[src/rtl/serialiser_unit_cell_pkg.sv]
// Shared SERDES definitions: frame geometry, counter widths and the
// transmitter FSM encoding. The deserialiser imports this package too.
package serdes_pkg;

  localparam int WORD_W    = 32;
  localparam int NUM_WORDS = 8;
  localparam int FRAME_W   = WORD_W * NUM_WORDS;
  localparam int COUNT_W   = $clog2(WORD_W);
  localparam int SCNT_W    = $clog2(NUM_WORDS);

  typedef enum logic {
    IDLE  = 1'b0,
    SHIFT = 1'b1
  } state_t;

endpackage

[src/rtl/serialiser_unit_cell_if.sv]
// Bus bundle between a frame source and the serialiser.
// The master modport is the frame source; the slave modport is the serialiser.
interface serialiser_unit_cell_if;
  import serdes_pkg::*;

  logic               i_load;
  logic               i_abort;
  logic [FRAME_W-1:0] i_parIn;
  logic               o_serialOut;
  logic               o_ready;
  logic               o_busy;
  logic               o_complete;
  logic [COUNT_W-1:0] o_count;
  logic [SCNT_W-1:0]  o_sampleCount;

  modport master (
    output i_load, i_abort, i_parIn,
    input  o_serialOut, o_ready, o_busy, o_complete, o_count, o_sampleCount
  );

  modport slave (
    input  i_load, i_abort, i_parIn,
    output o_serialOut, o_ready, o_busy, o_complete, o_count, o_sampleCount
  );

endinterface

[src/rtl/serialiser_unit_cell_word_shifter.sv]
// One word-wide load/shift-right register. Bit 0 is the bit currently on the line.
// Clear wins over load, load wins over shift.
module serialiser_word_shifter
  import serdes_pkg::*;
#(
  parameter int WIDTH = WORD_W
) (
  input  logic             i_clk,
  input  logic             i_reset,
  input  logic             i_clear,
  input  logic             i_load,
  input  logic             i_shift,
  input  logic [WIDTH-1:0] i_data,
  output logic             o_lsb
);

  logic [WIDTH-1:0] r_word;

  // Hold the word being transmitted and move it one bit toward the LSB per shift.
  always_ff @(posedge i_clk) begin
    if (i_reset || i_clear) begin
      r_word <= '0;
    end else if (i_load) begin
      r_word <= i_data;
    end else if (i_shift) begin
      r_word <= {1'b0, r_word[WIDTH-1:1]};
    end
  end

  assign o_lsb = r_word[0];

endmodule

[src/rtl/serialiser_unit_cell.sv]
// Parallel-to-serial frame transmitter: word 1 first, LSB first, no gaps.
// An accepted LOAD spends one cycle in a pending phase (BUSY=1, READY=0) while
// the buffered word 1 is moved into the shifter, so the first bit appears one
// edge later and back-to-back frames are separated by two READY-low cycles.
module serialiser_unit_cell
  import serdes_pkg::*;
(
  input logic                   i_clk,
  input logic                   i_reset,
  serialiser_unit_cell_if.slave bus
);

  state_t             r_state, w_nextState;
  logic               r_pending, w_nextPending;
  logic               r_complete, w_nextComplete;
  logic [COUNT_W-1:0] r_count, w_nextCount;
  logic [SCNT_W-1:0]  r_sampleCount, w_nextSampleCount;
  logic [SCNT_W-1:0]  w_nextIdx;
  logic [FRAME_W-1:0] r_frame;
  logic [WORD_W-1:0]  w_shData;
  logic               w_capture, w_wordWrap, w_lastBit;
  logic               w_shLoad, w_shShift, w_shClear, w_serialBit;

  assign w_wordWrap = (r_count == COUNT_W'(WORD_W - 1));
  assign w_lastBit  = w_wordWrap && (r_sampleCount == SCNT_W'(NUM_WORDS - 1));
  assign w_nextIdx  = r_sampleCount + 1'b1;
  assign w_capture  = (r_state == IDLE) && !r_pending && bus.i_load && !bus.i_abort;

  // State, counters and the completion pulse register.
  always_ff @(posedge i_clk) begin
    if (i_reset) begin
      r_state       <= IDLE;
      r_pending     <= 1'b0;
      r_complete    <= 1'b0;
      r_count       <= '0;
      r_sampleCount <= '0;
    end else begin
      r_state       <= w_nextState;
      r_pending     <= w_nextPending;
      r_complete    <= w_nextComplete;
      r_count       <= w_nextCount;
      r_sampleCount <= w_nextSampleCount;
    end
  end

  // Frame buffer: PAR_IN is captured once per accepted LOAD and never again mid-frame.
  always_ff @(posedge i_clk) begin
    if (i_reset) begin
      r_frame <= '0;
    end else if (w_capture) begin
      r_frame <= bus.i_parIn;
    end
  end

  // Next-state logic and shifter control; ABORT beats a pending start and the frame end.
  always_comb begin
    w_nextState       = r_state;
    w_nextPending     = 1'b0;
    w_nextComplete    = 1'b0;
    w_nextCount       = r_count;
    w_nextSampleCount = r_sampleCount;
    w_shLoad          = 1'b0;
    w_shShift         = 1'b0;
    w_shClear         = 1'b0;
    w_shData          = r_frame[32'(w_nextIdx) * WORD_W +: WORD_W];
    case (r_state)
      IDLE: begin
        if (bus.i_abort) begin
          w_nextPending = 1'b0;
        end else if (r_pending) begin
          w_nextState       = SHIFT;
          w_shLoad          = 1'b1;
          w_shData          = r_frame[WORD_W-1:0];
          w_nextCount       = '0;
          w_nextSampleCount = '0;
        end else if (w_capture) begin
          w_nextPending = 1'b1;
        end
      end
      SHIFT: begin
        if (bus.i_abort || w_lastBit) begin
          w_nextState       = IDLE;
          w_shClear         = 1'b1;
          w_nextCount       = '0;
          w_nextSampleCount = '0;
          w_nextComplete    = !bus.i_abort;
        end else if (w_wordWrap) begin
          w_shLoad          = 1'b1;
          w_nextCount       = '0;
          w_nextSampleCount = w_nextIdx;
        end else begin
          w_shShift   = 1'b1;
          w_nextCount = r_count + 1'b1;
        end
      end
      default: w_nextState = IDLE;
    endcase
  end

  serialiser_word_shifter #(
    .WIDTH (WORD_W)
  ) u_shifter (
    .i_clk   (i_clk),
    .i_reset (i_reset),
    .i_clear (w_shClear),
    .i_load  (w_shLoad),
    .i_shift (w_shShift),
    .i_data  (w_shData),
    .o_lsb   (w_serialBit)
  );

  assign bus.o_serialOut   = w_serialBit;
  assign bus.o_ready       = (r_state == SHIFT);
  assign bus.o_busy        = (r_state == SHIFT) || r_pending;
  assign bus.o_complete    = r_complete;
  assign bus.o_count       = r_count;
  assign bus.o_sampleCount = r_sampleCount;

endmodule

[src/flat_wrapper.sv]
// flat-port wrapper written by rule: the top's interface ports become plain ports
module serialiser_unit_cell_flat import serdes_pkg::*;
  (i_clk, i_reset, bus_i_load, bus_i_abort, bus_i_parIn, bus_o_serialOut, bus_o_ready, bus_o_busy, bus_o_complete, bus_o_count, bus_o_sampleCount);
  serialiser_unit_cell_if bus_i ();
  input logic i_clk;
  input logic i_reset;
  input wire logic [$bits(bus_i.i_load)-1:0] bus_i_load;
  input wire logic [$bits(bus_i.i_abort)-1:0] bus_i_abort;
  input wire logic [$bits(bus_i.i_parIn)-1:0] bus_i_parIn;
  output wire logic [$bits(bus_i.o_serialOut)-1:0] bus_o_serialOut;
  output wire logic [$bits(bus_i.o_ready)-1:0] bus_o_ready;
  output wire logic [$bits(bus_i.o_busy)-1:0] bus_o_busy;
  output wire logic [$bits(bus_i.o_complete)-1:0] bus_o_complete;
  output wire logic [$bits(bus_i.o_count)-1:0] bus_o_count;
  output wire logic [$bits(bus_i.o_sampleCount)-1:0] bus_o_sampleCount;
  assign bus_i.i_load = bus_i_load;
  assign bus_i.i_abort = bus_i_abort;
  assign bus_i.i_parIn = bus_i_parIn;
  assign bus_o_serialOut = bus_i.o_serialOut;
  assign bus_o_ready = bus_i.o_ready;
  assign bus_o_busy = bus_i.o_busy;
  assign bus_o_complete = bus_i.o_complete;
  assign bus_o_count = bus_i.o_count;
  assign bus_o_sampleCount = bus_i.o_sampleCount;
  serialiser_unit_cell u_core (.i_clk(i_clk), .i_reset(i_reset), .bus(bus_i));
endmodule
[config.mk]
export PLATFORM = sky130hd
export DESIGN_NAME = serialiser_unit_cell_flat
export DESIGN_NICKNAME = d
export VERILOG_FILES = /design/src/rtl/serialiser_unit_cell_pkg.sv /design/src/rtl/serialiser_unit_cell_if.sv /design/src/rtl/serialiser_unit_cell_word_shifter.sv /design/src/rtl/serialiser_unit_cell.sv /design/src/flat_wrapper.sv
export SDC_FILE = /design/constraint.sdc
export NUM_CORES = 1
export LEC_CHECK = 0
export BUFFER_PORTS_ARGS = -buffer_cell sky130_fd_sc_hd__buf_2
export CAP_MARGIN = 0
export CORE_UTILIZATION = 32
export DETAILED_ROUTE_END_ITERATION = 10
export SKIP_LAST_GASP = 1
export SLEW_MARGIN = 20
export SYNTH_ARGS = -nofsm -noshare
export SYNTH_HDL_FRONTEND = slang
export SYNTH_SLANG_ARGS = --single-unit
[constraint.sdc]
create_clock -name i_clk -period 2.3 [get_ports i_clk]
set_input_delay 0.46 -clock i_clk [delete_from_list [all_inputs] [get_ports i_clk]]
set_output_delay 0.46 -clock i_clk [all_outputs]
set_load 0.01 [all_outputs]
# == Yosys cells after proc, flatten, opt, wreduce, memory -nomap -nowiden ==
# Index checks and enable logic that the tools add are counted.
# totals
input_bits,260
regBits,299
wordCells,59
# op_classes
n_eq_ne,5
add_sub_neg,2
n_reduce_logical,14
shifts,1
mux,28
n_bitwise,2
# op_table
cell,n
$shiftx A256 B9 Y32,1
$mux W32,5
$mux W5,4
$mux W3,4
$mux W1,11
$pmux W5 S2,1
$pmux W3 S2,1
$add A5 B1 Y5 const B,1
$eq A5 B5 Y1 const B,1
$logic_and A1 B1 Y1,4
$pmux W1 S2,2
$reduce_or A4 Y1,1
$add A3 B1 Y3 const B,1
$eq A3 B3 Y1 const B,1
$logic_or A1 B1 Y1,3
$ne A3 B3 Y1 const B,1
$reduce_and A3 Y1,1
$reduce_or A3 Y1,1
$logic_not A1 Y1,2
$ne A2 B1 Y1 const B,1
$ne A2 B2 Y1 const B,1
$not A1 Y1,2
$reduce_and A2 Y1,1
$reduce_bool A2 Y1,1

# == Depth between registers and ports, before layout ==
# Gate-level depths: netlist of the first run.
# depth
depth_word,7
depth_mapped,9

# == Hierarchy ==
# A second synthesis of the first run with hierarchy kept.
# hier_totals
cells_unflattened,1639
area_unflattened_um2,13397.8
# modules_own_cells
mod,cells_per_inst,area_per_inst_um2,instances
serialiser_unit_cell,1496,11678.7,1
serialiser_word_shifter,143,1719.1,1

# == Least setup slack after synthesis of the first run ==
# No wires, ideal clock.
# synth_timing
kind,flip-flop to flip-flop
start,"reg u_core.r_count[0], in the netlist u_core.bus.o_count[0]"
end,reg u_core.u_shifter.r_word[11]
path_stages_with_launch,10
synth_period_minus_slack_ns,2.093
required_ns,2.174
path_slack_ns,0.207
t_arrival_ns,1.967
setup_ns,0.126
cell_sequence,dfxtp_1 ha_1 and3_1 ha_1 buf_2 or3b_1 buf_2 clkbuf_1 o21ai_0 a21oi_1
# synth_via
elab_chain_cells,6
# synth_rtl
element,line_no,source
from (decl),serialiser_unit_cell.sv:16,"logic [COUNT_W-1:0] r_count, w_nextCount;"
from (signal assigned),serialiser_unit_cell.sv:41,r_count <= w_nextCount;
$eq A5 B5 Y1 (*),serialiser_unit_cell.sv:24,assign w_wordWrap = (r_count == COUNT_W'(WORD_W - 1));
$logic_and A1 B1 Y1,serialiser_unit_cell.sv:25,assign w_lastBit = w_wordWrap && (r_sampleCount == SCNT_W'(NUM_WORDS - 1));
$logic_or A1 B1 Y1,serialiser_unit_cell.sv:81,if (bus.i_abort || w_lastBit) begin
$mux W1,serialiser_unit_cell.sv:81,
$pmux W1 S2 / $mux W1 (equally long branches),serialiser_unit_cell.sv:66,case (r_state)
$mux W32 (tied with other cells),serialiser_unit_cell_word_shifter.sv:23,end else if (i_load) begin
to (signal assigned),serialiser_unit_cell_word_shifter.sv:24,r_word <= i_data;
to (signal assigned),serialiser_unit_cell_word_shifter.sv:26,"r_word <= {1'b0, r_word[WIDTH-1:1]};"
to (decl),serialiser_unit_cell_word_shifter.sv:17,logic [WIDTH-1:0] r_word;
# Every way passes the cells marked *; elsewhere a longest branch is shown, timed or not.
# A chain may end at the register's enable or synchronous reset.

# == Final worst setup path of the first run ==
# layout_timing
start,"reg u_core.r_count[0], in the netlist u_core.bus.o_count[0]"
end,reg u_core.u_shifter.r_word[15]
# Same word-level chain as after synthesis.

==> results.yml, run 1 <==
placed_design:
  gp_congestion: 0.9370
  port-buffer-count: 271
  place_hpwl_um: 34850
  dpl_cell_area_um2: 15230
synth:
  netlist_area_um2: 13240
  avgSynthCellArea_um2: 7.920
  synth_cell_types: 38
  synth_top_area_share_pct: 45.20
  ys.flop_type: "dfxtp_1"
  ys_top_cells_by_area: "dfxtp_1, nand2_1, a21oi_1"
  yosysWarnings: 0
  ys_ff_latch: 299
  ys_async_sr_fraction_pct: 0
  synth-edff-count: 0
  ys_seq_area_share_pct: 45.20
  yosysTopAreaCell: "dfxtp_1"
  netlist_instances: 1672
  synth_nets: 1936
sta:
  rsz0062_at_grt: "no"
  maxSlewViolCount: 0
  worst_slew_pin_slew_ns: 0.6450
  period_share_pct: 94.62
  fin_skew_ns: 0.01455
  setup_viol: 0
  max_slew_margin_pct: 55.77
  fmax_mhz: 459.5
  hold_violations: 0
  tns_ns: 0
  fin_crit_ns: 2.176
finish:
  layout.cells.most_common_list: "nand2_1, a21oi_1, dfxtp_1, buf_2, mux2i_1"
  final_common_cell: "nand2_1"
  area_delta_synth_final_pct: 24.25
  diodes: 0
  nets: 2166
  final_layout_size_suffix_gt1_share_pct: 21.11
  final_area_um2: 16450
  fillers: 4259
hold_path:
  hold_depth: 3
  holdCritPathClass: "input port to flip-flop"
critical_path:
  cpPeakStageDelay_ns: 0.48
  path_cells: "ha_1, and3_1, ha_1, or3b_1, buf_4, o21ai_0, a21oi_1"
  crit_type: "flip-flop to flip-flop"
  cp.required_ns: 2.70
  slowest_stage: "or3b_1"
  reg2reg_depth: 7
  start_kind: "flip-flop"
  crit_fanout: 25
  cp_data_arrival_time_ns: 2.58
  cp-end-kind: "flip-flop"
  crit_top_cell: "ha_1"
grt:
  first_global_vias: 11860
  antenna_found_initial: 0
  grt_pass1_wl_um: 68920
  grt_max_degree: 105
  overflow: 0
  track_usage_pct: 21.65
clocking:
  ctsResizeCount: 0
  clk_path_buf_depth: 3
  ctsHtreeMaxLevel: 2
  numCtsBuffers: 35
  cts_root_buf: "clkbuf_16"
  postCtsSetupRepairBufs: 0
  clock_sinks: 299
  tritoncts: "yes"
  clkLatencyLatePin_ns: 0.52
  hold_buffers: 0
  clk_pin_slew_ns: 0.06
power_and_ir_drop:
  leakage_nw: 5.995
  total_power_mw: 12.64
  powerDensity_nw_per_um2: 768.1
  ir_drop_mv: 0.4161
detailed_routing:
  drc: 0
  wire_per_inst_um: 19.16
  ant_nets: 0
  vias: 12530
  via_per_inst: 5.103
  wl_um: 47030
  first_iter_violations: 1031
  dr.pass1.iters: 5
floorplanning:
  dieWidth_um: 205.4
  io_pins: 272
  core_area_um2: 40830
  die_y_um: 205.4
  start_util_pct: 32.43
  dieArea_um2: 42200
  num_rows: 74
status:
  outcome: "complete, no violations"
job:
  max_cap_violations: 0
where the power goes:
part / switching (mW) / total [mW] / internal [mW] / leakage (nW)
Combinational: 0.693 / 1.16 / 0.471 / 2.96
Sequential: 0.156 / 5.59 / 5.43 / 2.44
Clock: 2.19 / 5.89 / 3.70 / 0.595
Total: 3.04 / 12.6 / 9.60 / 6.00
registers in the layout, summed over array words and instances (netlist names):
signal / count
u_core.bus.o_count: 5
u_core.r_pending: 1
u_core.u_shifter.r_word: 32
u_core.r_frame: 256
u_core.bus.o_sampleCount: 3
u_core.bus.o_complete: 1
u_core.bus.o_ready: 1
routing by layer:
layer	vias to the layer above	track usage (%)	routed length [um]
met2	415	36.32	22050
met5	-	0	0
met3	77	3.088	2816
met4	0	7.222	1451
li1	6124	-	-
met1	5912	28.35	20710
area by class of cell:
type	count	area, um^2	area share (%)
well taps	532	665.6	4.046
clock inverters	9	172.7	1.050
clock buffers	49	1041	6.327
repair buffers	336	2117	12.87
inverters	3	11.26	0.06845
multi-input cells	1227	6455	39.23
flip-flops and latches	299	5989	36.41
logic make-up (layout without fill, tap and decap cells):
kind of cell,count (synthesis),count (layout),synth area share [%]
AOI/OAI and AO/OA,455,455,18.86
and+or+nand+nor,641,641,19.53
DFF,299,299,45.20
adders and majority gates,4,4,0.3780
buffers and inverters,146,397,6.227
muxes,127,127,9.799
final timing paths:
check / slack (ns) / startpoint / to
max: 0.12 / u_core.bus.o_count[0] / u_core.u_shifter.r_word[15]
min: 0.18 / bus_i_parIn[92] / u_core.r_frame[92]
max reg2reg: 0.12 / u_core.bus.o_count[0] / u_core.u_shifter.r_word[15]
min reg2reg: 0.45 / u_core.r_frame[176] / u_core.r_frame[176]
cell usage after synthesis (2+ instances only):
library cell / instances
a311oi_1: 2
o41ai_1: 26
buf_6: 20
nand2b_1: 3
inv_1: 3
o21ai_1: 2
and2_1: 2
ha_1: 4
a221oi_2: 5
a21oi_1: 325
nor2_2: 2
o21ai_0: 57
a22oi_1: 7
mux2i_1: 124
nand3_1: 7
nand2_1: 524
and3_1: 3
buf_2: 56
buf_4: 15
clkbuf_1: 52
a21o_1: 2
nand3b_1: 28
o22ai_1: 26
nor2_1: 63
nor2b_1: 2
dfxtp_1: 299
mux4_2: 2
metrics by stage:
step	hold WS [ns]	setup slack (ns)	util (%)	cells
2_1_floorplan	0.4331	0.2066	-	1672
3_5_place_dp	0.4463	0.1492	37.31	2397
6_report	0.1767	0.1237	40.29	2455
3_3_place_gp	0.4414	0.1728	37.31	2397
5_1_grt	0.1743	0.006942	40.29	2455
4_1_cts	0.1576	0.1228	40.28	2455
worst max-delay path, delay by kind of cell (launching register included):
kind,cells,cell delay [ns]
compound gates,2,0.28
simple gates,2,0.68
fa+ha+maj,2,0.47
flops,1,0.35
buf+inv,1,0.26
(Power assumes the default switching activity.)
==> run 2: changes to the inputs <==
==> constraint.sdc (replaced) <==
create_clock -name i_clk -period 2.3 [get_ports i_clk]
set_input_delay 0.69 -clock i_clk [delete_from_list [all_inputs] [get_ports i_clk]]
set_output_delay 0.69 -clock i_clk [all_outputs]
set_load 0.01 [all_outputs]
==> run 2 against run 1 <==
  * Cell area shrank 0.65%
  * Register-to-register slack lost 0.03 ns
  * Fmax shrank 3.2%
  * Routed wire length grew 0.43%
  * Final cell count grew 0.16%
  * Sequential cell count is the same
  * Clock skew grew 0.011 ns
  * Highest routed layer unchanged
==> results.yml, run 2 (synthesized netlist as in run 1, its figures left out) <==
hold_path:
  hold_depth: 3
  holdCritPathClass: "input port to flip-flop"
floorplanning:
  core_area_um2: 40830
  num_rows: 74
  dieWidth_um: 205.4
  start_util_pct: 32.43
  dieArea_um2: 42200
  die_y_um: 205.4
  io_pins: 272
sta:
  hold_violations: 0
  fin_skew_ns: 0.02577
  rsz0062_at_grt: "no"
  period_share_pct: 97.80
  setup_viol: 0
  worst_slew_pin_slew_ns: 0.4862
  maxSlewViolCount: 0
  fmax_mhz: 444.6
  tns_ns: 0
  fin_crit_ns: 2.249
  max_slew_margin_pct: 66.66
  hold_slack_ns: 0.3867
finish:
  largest_reg_flops: 256
  final_layout_size_suffix_gt1_share_pct: 21.28
  post-route-util_pct: 40.03
  diodes: 0
  area_delta_synth_final_pct: 23.44
  final_common_cell: "nand2_1"
  layout.cells.most_common_list: "nand2_1, a21oi_1, dfxtp_1, buf_2, mux2i_1"
  regArea_um2: 5989
  regMostFlops: "u_core.r_frame"
  multi_input_area_um2: 6455
  nets: 2170
  fillers: 4209
clocking:
  tritoncts: "yes"
  ctsResizeCount: 0
  clkLatencyLatePin_ns: 0.54
  postCtsSetupRepairBufs: 0
  cts_root_buf: "clkbuf_16"
  hold_buffers: 0
  clk_path_buf_depth: 3
  clk_pin_slew_ns: 0.06
  clock_sinks: 299
  ctsHtreeMaxLevel: 2
  numCtsBuffers: 35
power_and_ir_drop:
  ir_drop_mv: 0.4620
  leakage_nw: 5.938
  powerDensity_nw_per_um2: 740.6
detailed_routing:
  first_iter_violations: 1122
  ant_nets: 0
  vias: 12490
  dr.pass1.iters: 5
  highest_layer: "met4"
  dr_wl_met2_um: 22300
  wl_um: 47240
  via_per_inst: 5.080
  wl_met1_um: 21020
  met3_length_um: 2775
  wire_per_inst_um: 19.21
  drc: 0
grt:
  antenna_found_initial: 0
  grt_pass1_wl_um: 69050
  overflow: 0
  grt_max_degree: 95
  first_global_vias: 11610
  track_usage_pct: 21.82
critical_path:
  start_kind: "flip-flop"
  cp_data_arrival_time_ns: 1.56
  reg2reg_depth: 7
  crit_fanout: 28
  cp-end-kind: "output pin"
  crit_type: "flip-flop to output pin"
  cp.required_ns: 1.61
status:
  outcome: "complete, no violations"
placed_design:
  port-buffer-count: 271
  gp_congestion: 0.9500
  place_hpwl_um: 34780
job:
  max_cap_violations: 0
## run 2: critical path: stages, from the launching register on
cell	delay, ns
dfxtp_4	0.36
buf_12	0.22
buf_12	0.26
buf_2	0.17
## run 2: final cells by class
type                       count  share of cell area [%]
multi-input combinational   1227                   39.49
sequential                   299                   36.64
timing repair buffer         340                   13.04
clock buffer                  48                   6.147
tap                          532                   4.072
clock inverter                10                  0.5435
inverter                       3                 0.06889
## run 2: path summary, 6_finish.rpt
path                               startpoint                    endpoint  slack [ns]
setup / recovery  u_core.bus.o_sampleCount[0]        bus_o_sampleCount[0]        0.05
hold / removal                bus_i_parIn[38]          u_core.r_frame[38]        0.39
setup reg to reg        u_core.bus.o_count[0]  u_core.u_shifter.r_word[9]        0.09
hold reg to reg           u_core.r_frame[138]         u_core.r_frame[138]        0.45
## run 2: per-layer routing
layer / up-vias / track usage [%]
met2: 422 / 36.17
met5: - / 0
met3: 65 / 2.882
met4: 0 / 5.899
met1: 5875 / 29.60
li1: 6129 / -
## run 2: per-stage QoR
step	cell area, um^2	std cells	total power, mW	setup slack, ns
after floorplan	13240	1672	6.283	0.2066
final	16350	2459	12.11	0.05060
after global placement	15250	2401	6.817	0.1546
after CTS	16350	2459	12.19	0.03393
after detailed placement	15250	2401	6.840	0.1781
after global routing	16350	2459	12.54	0.004100
## run 2: where the power goes
part | internal [mW] | switching [mW]
clock network | 3.16 | 2.21
registers | 5.43 | 0.147
logic | 0.467 | 0.691
total | 9.06 | 3.05
==> run 3: changes to the inputs <==
- CORE_ASPECT_RATIO: unset -> 0.6
==> run 3 against run 2 <==
  * Register-to-register slack improved by 0.02 ns
  * Clock skew fell by 0.014 ns
  * First-iteration DRC count is 0.98% lower
  * Core utilization increased by 0.070 points
  * Sequential cell count unchanged
  * Combinational power barely moved
  * Hold slack got worse by 0.036 ns
  * Via count is 1.0% higher
  * Critical endpoint unchanged
  * Count of clock-buffer cells in the layout is 2 lower
  * Cell area is 0.27% lower
==> results.yml, run 3 (synthesized netlist as in run 1, its figures left out) <==
status:
  outcome: "complete, no violations"
detailed_routing:
  ant_nets: 0
  wl_um: 47730
  vias: 12620
  dr.pass1.iters: 6
  first_iter_violations: 1111
  drc: 0
  via_per_inst: 5.137
  wire_per_inst_um: 19.42
power_and_ir_drop:
  pwr-share-seq_pct: 47.1
  powerDensity_nw_per_um2: 726.3
  clkPwrFrac_pct: 43.0
  intPower_mw: 8.797
  switching_share_pct: 25.70
  leakage_nw: 5.912
  p_sw_mw: 3.043
  ir_drop_mv: 0.5161
  p_comb_share_pct: 9.9
grt:
  antenna_found_initial: 4
  overflow: 0
  grt_max_degree: 100
  first_global_vias: 11770
  track_usage_pct: 22.00
  grt_pass1_wl_um: 71090
floorplanning:
  core_area_um2: 40650
  start_util_pct: 32.57
  die_y_um: 159.6
  dieArea_um2: 42220
  io_pins: 272
  num_rows: 57
  dieWidth_um: 264.6
clocking:
  ctsHtreeMaxLevel: 1
  cts_root_buf: "clkbuf_16"
  clock_sinks: 299
  clk_path_buf_depth: 3
  hold_buffers: 0
  tritoncts: "yes"
  numCtsBuffers: 30
  clkLatencyLatePin_ns: 0.58
  postCtsSetupRepairBufs: 0
  clk_pin_slew_ns: 0.07
critical_path:
  cp_data_arrival_time_ns: 1.52
  cpPeakStageDelay_ns: 0.36
  crit_fanout: 22
  path_cells: "buf_12, buf_16, buf_2"
  cp-end-kind: "output pin"
  start_kind: "flip-flop"
  cp.required_ns: 1.61
  slowest_stage: "dfxtp_4"
  crit_type: "flip-flop to output pin"
finish:
  nets: 2164
  largest_reg_flops: 256
  fillers: 4179
  regMostFlops: "u_core.r_frame"
  area_delta_synth_final_pct: 23.11
  final_common_cell: "nand2_1"
  final_area_um2: 16300
  final_layout_size_suffix_gt1_share_pct: 21.10
  layout.cells.most_common_list: "nand2_1, a21oi_1, dfxtp_1, buf_2, mux2i_1"
sta:
  setup_viol: 0
  worst_slew_pin_slew_ns: 0.5667
  max_slew_margin_pct: 61.14
  final.setup.worst_slack_ns: 0.09131
  tns_ns: 0
  maxSlewViolCount: 0
  hold_violations: 0
  rsz0062_at_grt: "no"
  period_share_pct: 96.03
  fin_crit_ns: 2.209
  fmax_mhz: 452.8
  fin_skew_ns: 0.01225
placed_design:
  dpl_cell_area_um2: 15250
  place_hpwl_um: 35310
  port-buffer-count: 271
  place_ws_ns: 0.1567
  gp_congestion: 0.9165
job:
  max_cap_violations: 0
hold_path:
  holdCritPathClass: "input port to flip-flop"
## run 3: changes by cell type in the layout (fill, tap and decap cells not counted), sizes merged
cell / previous run / this run
clkinv: 5 / 6
clkinvlp: 1 / 0
diode: 0 / 2
bufinv: 1 / 2
buf: 340 / 337
inv: 6 / 5
## run 3: layout make-up
cell class	count	area (um^2)	share of cell area (%)
Multi-Input combinational cell	1227	6462	39.64
Sequential cell	299	5991	36.75
Timing Repair Buffer	339	2163	13.27
Clock buffer	46	892.1	5.472
Tap cell	531	664.4	4.076
Clock inverter	10	112.6	0.6908
Inverter	3	11.26	0.06908
Antenna cell	2	5.005	0.03070
## run 3: path summary, 6_finish.rpt
kind                                                  start  slack (ns)                         end  depth (start not counted)
worst max-delay path            u_core.bus.o_sampleCount[0]        0.09        bus_o_sampleCount[0]                          3
worst min-delay path                       bus_i_parIn[155]        0.35         u_core.r_frame[155]                          3
worst max register to register  u_core.bus.o_sampleCount[0]        0.11  u_core.u_shifter.r_word[7]                          7
worst min register to register          u_core.r_frame[232]        0.45         u_core.r_frame[232]                          2
## run 3: metrics by stage
step / utilization, % / cells / hold WS, ns / power [mW]
2_1_floorplan: - / 1672 / 0.4331 / 6.283
3_3_place_gp: 37.52 / 2398 / 0.4416 / 6.830
3_5_place_dp: 37.52 / 2398 / 0.4456 / 6.854
4_1_cts: 39.99 / 2454 / 0.3200 / 11.94
5_1_grt: 40.09 / 2455 / 0.3425 / 12.31
6_report: 40.10 / 2457 / 0.3505 / 11.84
## run 3: per-layer routing
metal / global-route usage (%) / vias to the layer above / wire length, um
met2: 30.91 / 471 / 19110
met1: 33.42 / 5956 / 23370
met5: 0 / - / 13
met4: 3.488 / 2 / 715
li1: - / 6142 / -
met3: 6.016 / 51 / 4521
## run 3: timing repair
| action | in CTS | in global routing |
|---|---|---|
| hold endpoints to repair | 0 | 0 |
| cloned | 0 | 1 |
| gates resized for setup | 1 | 3 |
| setup endpoints to repair | 1 | 2 |
## run 3: power groups by stage
stage / Clock, mW / Combinational, mW / Sequential (mW)
global route: 5.42 / 1.29 / 5.60
global placement: 0 / 1.15 / 5.68
finish: 5.09 / 1.17 / 5.58
CTS: 5.20 / 1.17 / 5.57
floorplan: 0 / 0.647 / 5.64
detailed placement: 0 / 1.17 / 5.69
## run 3: worst max-delay path: cells and delay by family (launching register included)
kind,cells,cell delay (ns)
buffers and inverters,3,0.55
flip-flops,1,0.36
